### config.mk
export PLATFORM = sky130hd
export DESIGN_NAME = exec_stage
export DESIGN_NICKNAME = d
export VERILOG_FILES = /design/src/rtl/exec_stage.sv
export SDC_FILE = /design/constraint.sdc
export NUM_CORES = 1
export LEC_CHECK = 0
export ABC_AREA = 0
export ABC_CLOCK_PERIOD_IN_PS = 12000
export BUFFER_PORTS_ARGS = -buffer_cell sky130_fd_sc_hd__buf_2
export CORE_AREA = 2 2 241 243
export DETAILED_ROUTE_END_ITERATION = 8
export DIE_AREA = 0 0 243 245
export GPL_ROUTABILITY_DRIVEN = 0
export PLACE_DENSITY = 0.62
export SLEW_MARGIN = 20
export SYNTH_ARGS = -nofsm -noshare
export SYNTH_HDL_FRONTEND = slang
export SYNTH_SLANG_ARGS = --single-unit
### constraint.sdc
create_clock -name clk -period 12 [get_ports clk]
set_input_delay 1.8 -clock clk [delete_from_list [all_inputs] [get_ports clk]]
set_output_delay 1.8 -clock clk [all_outputs]
set_load 0.05 [all_outputs]
### src/rtl/exec_stage.sv
// Y86-64 execute stage: ALU, condition codes, jXX/cmovXX condition, E->M pipeline register.
// Define EXEC_PERF_CNT_EN to add the perf_alu_ops / perf_taken event counters.
module exec_stage #(
  parameter int         W     = 64,
  parameter logic [3:0] RNONE = 4'hF
) (
  input  logic         clk,
  input  logic         rst,
  input  logic         m_stall,
  input  logic         m_bubble,
  input  logic         set_cc_en,
  input  logic [2:0]   E_stat,
  input  logic [3:0]   E_icode,
  input  logic [3:0]   E_ifun,
  input  logic [W-1:0] E_valC,
  input  logic [W-1:0] E_valA,
  input  logic [W-1:0] E_valB,
  input  logic [3:0]   E_dstE,
  input  logic [3:0]   E_dstM,
  output logic [W-1:0] e_valE,
  output logic [3:0]   e_dstE,
  output logic         e_cnd,
  output logic [2:0]   cc,
  output logic [2:0]   M_stat,
  output logic [3:0]   M_icode,
  output logic         M_cnd,
  output logic [W-1:0] M_valE,
  output logic [W-1:0] M_valA,
  output logic [3:0]   M_dstE,
  output logic [3:0]   M_dstM
`ifdef EXEC_PERF_CNT_EN
  ,
  output logic [31:0]  perf_alu_ops,
  output logic [31:0]  perf_taken
`endif
);

  localparam logic [3:0] I_NOP   = 4'h1;
  localparam logic [3:0] I_RRMOV = 4'h2;
  localparam logic [3:0] I_IRMOV = 4'h3;
  localparam logic [3:0] I_RMMOV = 4'h4;
  localparam logic [3:0] I_MRMOV = 4'h5;
  localparam logic [3:0] I_OPQ   = 4'h6;
  localparam logic [3:0] I_JXX   = 4'h7;
  localparam logic [3:0] I_CALL  = 4'h8;
  localparam logic [3:0] I_RET   = 4'h9;
  localparam logic [3:0] I_PUSH  = 4'hA;
  localparam logic [3:0] I_POP   = 4'hB;
  localparam logic [2:0] S_AOK   = 3'd1;
  localparam logic [W-1:0] STACK_STEP = W'(8);

  logic         of_add, of_sub, new_zf, new_sf, new_of;
  logic         set_cc, cond, load;

  // ALU: operand selection and function folded into one result mux.
  always_comb begin
    e_valE = '0;
    case (E_icode)
      I_RRMOV:          e_valE = E_valA;
      I_IRMOV:          e_valE = E_valC;
      I_RMMOV, I_MRMOV: e_valE = E_valB + E_valC;
      I_OPQ: begin
        case (E_ifun)
          4'h0:    e_valE = E_valB + E_valA;
          4'h1:    e_valE = E_valB - E_valA;
          4'h2:    e_valE = E_valB & E_valA;
          4'h3:    e_valE = E_valB ^ E_valA;
          default: e_valE = '0;
        endcase
      end
      I_CALL, I_PUSH:   e_valE = E_valB - STACK_STEP;
      I_RET, I_POP:     e_valE = E_valB + STACK_STEP;
      default:          e_valE = '0;
    endcase
  end

  assign of_add = (E_valA[W-1] == E_valB[W-1]) && (e_valE[W-1] != E_valB[W-1]);
  assign of_sub = (E_valA[W-1] != E_valB[W-1]) && (e_valE[W-1] != E_valB[W-1]);
  assign new_zf = (e_valE == '0);
  assign new_sf = e_valE[W-1];
  assign new_of = (E_ifun == 4'h0) ? of_add : (E_ifun == 4'h1) ? of_sub : 1'b0;
  assign set_cc = (E_icode == I_OPQ) && (E_ifun <= 4'h3) && set_cc_en && (E_stat == S_AOK);

  // CC updates regardless of the E->M register's stall/bubble state.
  always_ff @(posedge clk) begin
    if (rst)         cc <= 3'b100;
    else if (set_cc) cc <= {new_zf, new_sf, new_of};
  end

  // Condition is evaluated against the CC value before this instruction's update.
  always_comb begin
    cond = 1'b0;
    case (E_ifun)
      4'h0: cond = 1'b1;
      4'h1: cond = (cc[1] ^ cc[0]) | cc[2];
      4'h2: cond = cc[1] ^ cc[0];
      4'h3: cond = cc[2];
      4'h4: cond = ~cc[2];
      4'h5: cond = ~(cc[1] ^ cc[0]);
      4'h6: cond = ~(cc[1] ^ cc[0]) & ~cc[2];
      default: cond = 1'b0;
    endcase
  end

  assign e_cnd  = ((E_icode == I_RRMOV) || (E_icode == I_JXX)) ? cond : 1'b0;
  assign e_dstE = ((E_icode == I_RRMOV) && !e_cnd) ? RNONE : E_dstE;
  assign load   = !rst && !m_stall && !m_bubble;

  always_ff @(posedge clk) begin
    if (rst || (!m_stall && m_bubble)) begin
      M_stat  <= S_AOK;
      M_icode <= I_NOP;
      M_cnd   <= 1'b0;
      M_valE  <= '0;
      M_valA  <= '0;
      M_dstE  <= RNONE;
      M_dstM  <= RNONE;
    end else if (load) begin
      M_stat  <= E_stat;
      M_icode <= E_icode;
      M_cnd   <= e_cnd;
      M_valE  <= e_valE;
      M_valA  <= E_valA;
      M_dstE  <= e_dstE;
      M_dstM  <= E_dstM;
    end
  end

`ifdef EXEC_PERF_CNT_EN
  always_ff @(posedge clk) begin
    if (rst) begin
      perf_alu_ops <= '0;
      perf_taken   <= '0;
    end else if (load) begin
      if (E_icode == I_OPQ)          perf_alu_ops <= perf_alu_ops + 32'd1;
      if ((E_icode == I_JXX) && e_cnd) perf_taken <= perf_taken + 32'd1;
    end
  end
`endif

endmodule
==> results.py <==
metrics = {
    "run_status": {
        "status": "completed",
    },
    "synthesis": {
        "syn_area_per_cell_um2": 7.14,
        "yosys_most_used_dff": "dfxtp_1",
        "yosys_warnings": 0,
        "synthArstFlopShare": 0,
        "synth_area_um2": 22600,
        "synth_edf_count": 0,
        "synth-seq-cells": 147,
        "yosysSeqAreaShare": 0.130,
        "syn_nets": 3636,
        "synth_cells": 3167,
        "ys_types": 93,
    },
    "finish": {
        "fin_util": 0.453,
        "fillCellCount": 6080,
        "multiInputGateArea_um2": 18600,
        "drive_above_1_share": 0.164,
        "areaGrowthSynthToFinish_pct": 14.1,
        "regArea_um2": 2940,
        "fin_nets": 3895,
    },
    "drt": {
        "drcViolationCount": 0,
        "num_vias": 27408,
        "ant_nets": 0,
        "first_pass_iters": 9,
        "routedWlPerCell_um": 26.5,
        "via_per_inst": 6.51,
        "drt_iter0_markers": 3330,
        "wirelength_um": 112000,
    },
    "sta": {
        "skew_ns": 0.00418,
        "drv_slew": 0,
        "finalCriticalPeriod_ns": 9.87,
        "whs_ns": 0.479,
        "max_slew.worst_pin.slew_ns": 1.29,
        "tns_ns": 0,
        "setup_viol": 0,
        "relSlewSlack": 0.115,
        "max_freq_mhz": 101,
        "rsz0062_at_grt": "no",
        "finalHoldViolCount": 0,
        "period_share": 0.822,
    },
    "clocking": {
        "clock_path_buffers": 2,
        "cts_tree": "built",
        "cts.clk_slew.worst_paths_ns": 0.06,
        "clkLatencyLatePin_ns": 0.45,
        "cts_root_buffer": "clkbuf_16",
        "post-cts-setup-buffers": 0,
        "cts.hold.buffers_added": 0,
        "cts_max_level": 4,
        "cts-buffers-inserted": 17,
        "cts_sinks": 147,
        "cts-resized-gates": 0,
    },
    "die": {
        "rows": 88,
        "die_h_um": 245,
        "core_um2": 57000,
        "die_w_um": 243,
        "fp.dieArea_um2": 59500,
        "initial_core_util": 0.397,
        "pin_count": 432,
    },
    "global_routing": {
        "grt_max_degree": 97,
        "grt_usage": 0.356,
        "overflow": 0,
        "antenna_found_initial": 11,
        "grt_pass1_wl_um": 161000,
        "grt_pass1_vias": 25418,
    },
    "worst_setup_path": {
        "path_class": "in -> out",
        "r2r-end": "M_dstE[1]",
        "cp-start-kind": "primary input",
        "rrSetupSlack_ns": 9.80,
        "endpoint_kind": "output pin",
        "reg2reg_depth": 9,
        "worstPathArrival_ns": 8.07,
        "critPathRequiredTime_ns": 10.20,
        "startpoint": "E_valA[2]",
        "critPathMaxFanout": 8,
        "r2r_start": "cc[0]",
        "crit_end": "e_valE[56]",
    },
    "power_and_ir_drop": {
        "pwr_density_cell_nw_per_um2": 97.6,
        "p_leak_nw": 11.0,
        "max-vdd-ir-drop_mv": 0.102,
    },
    "place": {
        "dp_hpwl_um": 87900,
        "portBuffers": 431,
    },
    "job": {
        "cap_violations": 0,
    },
    "worst_hold_path": {
        "hp-class": "reg -> reg",
    },
}
## through the flow
| step | area [um^2] | instances | setup slack (ns) | power [mW] |
|---|---|---|---|---|
| 2_1_floorplan | 22600 | 3167 | 2.36 | 1.45 |
| 3_3_place_gp | 25200 | 4172 | 2.52 | 1.88 |
| 3_5_place_dp | 25200 | 4172 | 2.47 | 1.88 |
| 4_1_cts | 25800 | 4204 | 2.44 | 2.48 |
| 5_1_grt | 25800 | 4207 | 1.92 | 2.62 |
| 6_report | 25800 | 4207 | 2.13 | 2.52 |
## how the worst min path moves through the flow
stage,slack (ns),cells after the start,from,end
6_report,0.48,2,M_valA[50],M_valA[50]
3_3_place_gp,0.46,2,M_valA[28],M_valA[28]
5_1_grt,0.50,2,M_valA[12],M_valA[12]
2_1_floorplan,0.71,2,cc[0],cc[0]
3_5_place_dp,0.47,2,M_valA[50],M_valA[50]
4_1_cts,0.48,2,M_valA[50],M_valA[50]
## layout make-up
class | count | area share
Antenna cell | 3 | 0.000291
Inverter | 63 | 0.00916
Sequential cell | 147 | 0.114
Timing Repair Buffer | 462 | 0.0930
Multi-Input combinational cell | 2735 | 0.721
Clock inverter | 15 | 0.00848
Tap cell | 765 | 0.0371
Clock buffer | 17 | 0.0165
## placed cells by master (no fill, tap or decap), types with 17 or more instances in the layout
| cell type | n |
|---|---|
| o21a_1 | 30 |
| a21oi_1 | 361 |
| nand2b_1 | 37 |
| buf_4 | 33 |
| a31oi_1 | 32 |
| ha_1 | 250 |
| nand4_1 | 88 |
| dfxtp_1 | 147 |
| a22oi_1 | 97 |
| o211ai_1 | 28 |
| o31ai_1 | 29 |
| a222oi_1 | 22 |
| o21ai_0 | 222 |
| nor4_1 | 30 |
| xor2_1 | 103 |
| or3_1 | 27 |
| mux2_2 | 23 |
| and3_1 | 20 |
| buf_2 | 428 |
| mux2i_1 | 66 |
| a211o_1 | 21 |
| nor3b_1 | 65 |
| a221oi_1 | 34 |
| a21o_1 | 69 |
| a211oi_1 | 19 |
| nor3_1 | 67 |
| nand3_1 | 62 |
| o21bai_1 | 46 |
| nor2_1 | 298 |
| nand2_1 | 226 |
| clkbuf_16 | 17 |
| inv_1 | 62 |
| o22ai_1 | 22 |
| xnor2_1 | 107 |
## cell families after synthesis
logic type / count (synthesis) / synth area share
adder cells (fa/ha/maj): 253 / 0.141
buffers and inverters: 285 / 0.0486
AND/OR/NAND/NOR: 1018 / 0.227
multiplexers: 89 / 0.0406
flip-flops: 147 / 0.130
XOR/XNOR: 211 / 0.0820
AO/OA/AOI/OAI: 1164 / 0.331
## power by group
part	total [mW]	internal [mW]	switching (mW)
clock network	0.598	0.354	0.243
logic	1.40	0.431	0.973
registers	0.516	0.506	0.00959
## routing by layer
| layer | vias to the layer above | wire (um) | global-route usage |
|---|---|---|---|
| met4 | 16 | 10100 | 0.277 |
| met3 | 486 | 10600 | 0.0664 |
| met1 | 12607 | 41900 | 0.428 |
| li1 | 12539 | - | - |
| met2 | 1760 | 48900 | 0.563 |
| met5 | - | 102 | 0 |
## Yosys cell counts (32+ instances only)
| master | number | area [um^2] |
|---|---|---|
| a21o_1 | 69 | 518 |
| a21oi_1 | 361 | 1810 |
| a221oi_1 | 34 | 298 |
| a22oi_1 | 97 | 728 |
| a31oi_1 | 32 | 200 |
| clkbuf_1 | 180 | 676 |
| dfxtp_1 | 147 | 2940 |
| ha_1 | 250 | 3130 |
| inv_1 | 62 | 233 |
| mux2i_1 | 66 | 661 |
| nand2_1 | 228 | 856 |
| nand2b_1 | 37 | 231 |
| nand3_1 | 62 | 310 |
| nand4_1 | 88 | 551 |
| nor2_1 | 299 | 1120 |
| nor3_1 | 67 | 335 |
| nor3b_1 | 67 | 503 |
| o21ai_0 | 222 | 1110 |
| o21bai_1 | 46 | 345 |
| xnor2_1 | 107 | 937 |
| xor2_1 | 103 | 902 |
## critical path, stage by stage
cell,delay (ns)
buf_2,0.15
nor3_2,0.27
nand2_1,0.12
nor4_2,0.39
nand3b_1,0.34
or4_4,0.63
nor2_1,0.29
nand2_1,0.18
o41ai_1,0.37
xor2_1,0.12
ha_1,0.45
nand4_1,0.20
or3_1,0.40
a2111oi_0,1.02
nor2_1,0.14
o31ai_1,0.32
xor2_1,0.13
a221oi_1,0.25
o21ai_0,0.20
buf_2,0.28
## sequential cells by signal, indices dropped and copies added, names as in the netlist
signal,count
cc,3
M_dstE,4
M_valA,64
M_dstM,4
M_valE,64
M_icode,4
M_stat,3
M_cnd,1
No activity file was read; power rests on OpenSTA's default activity.
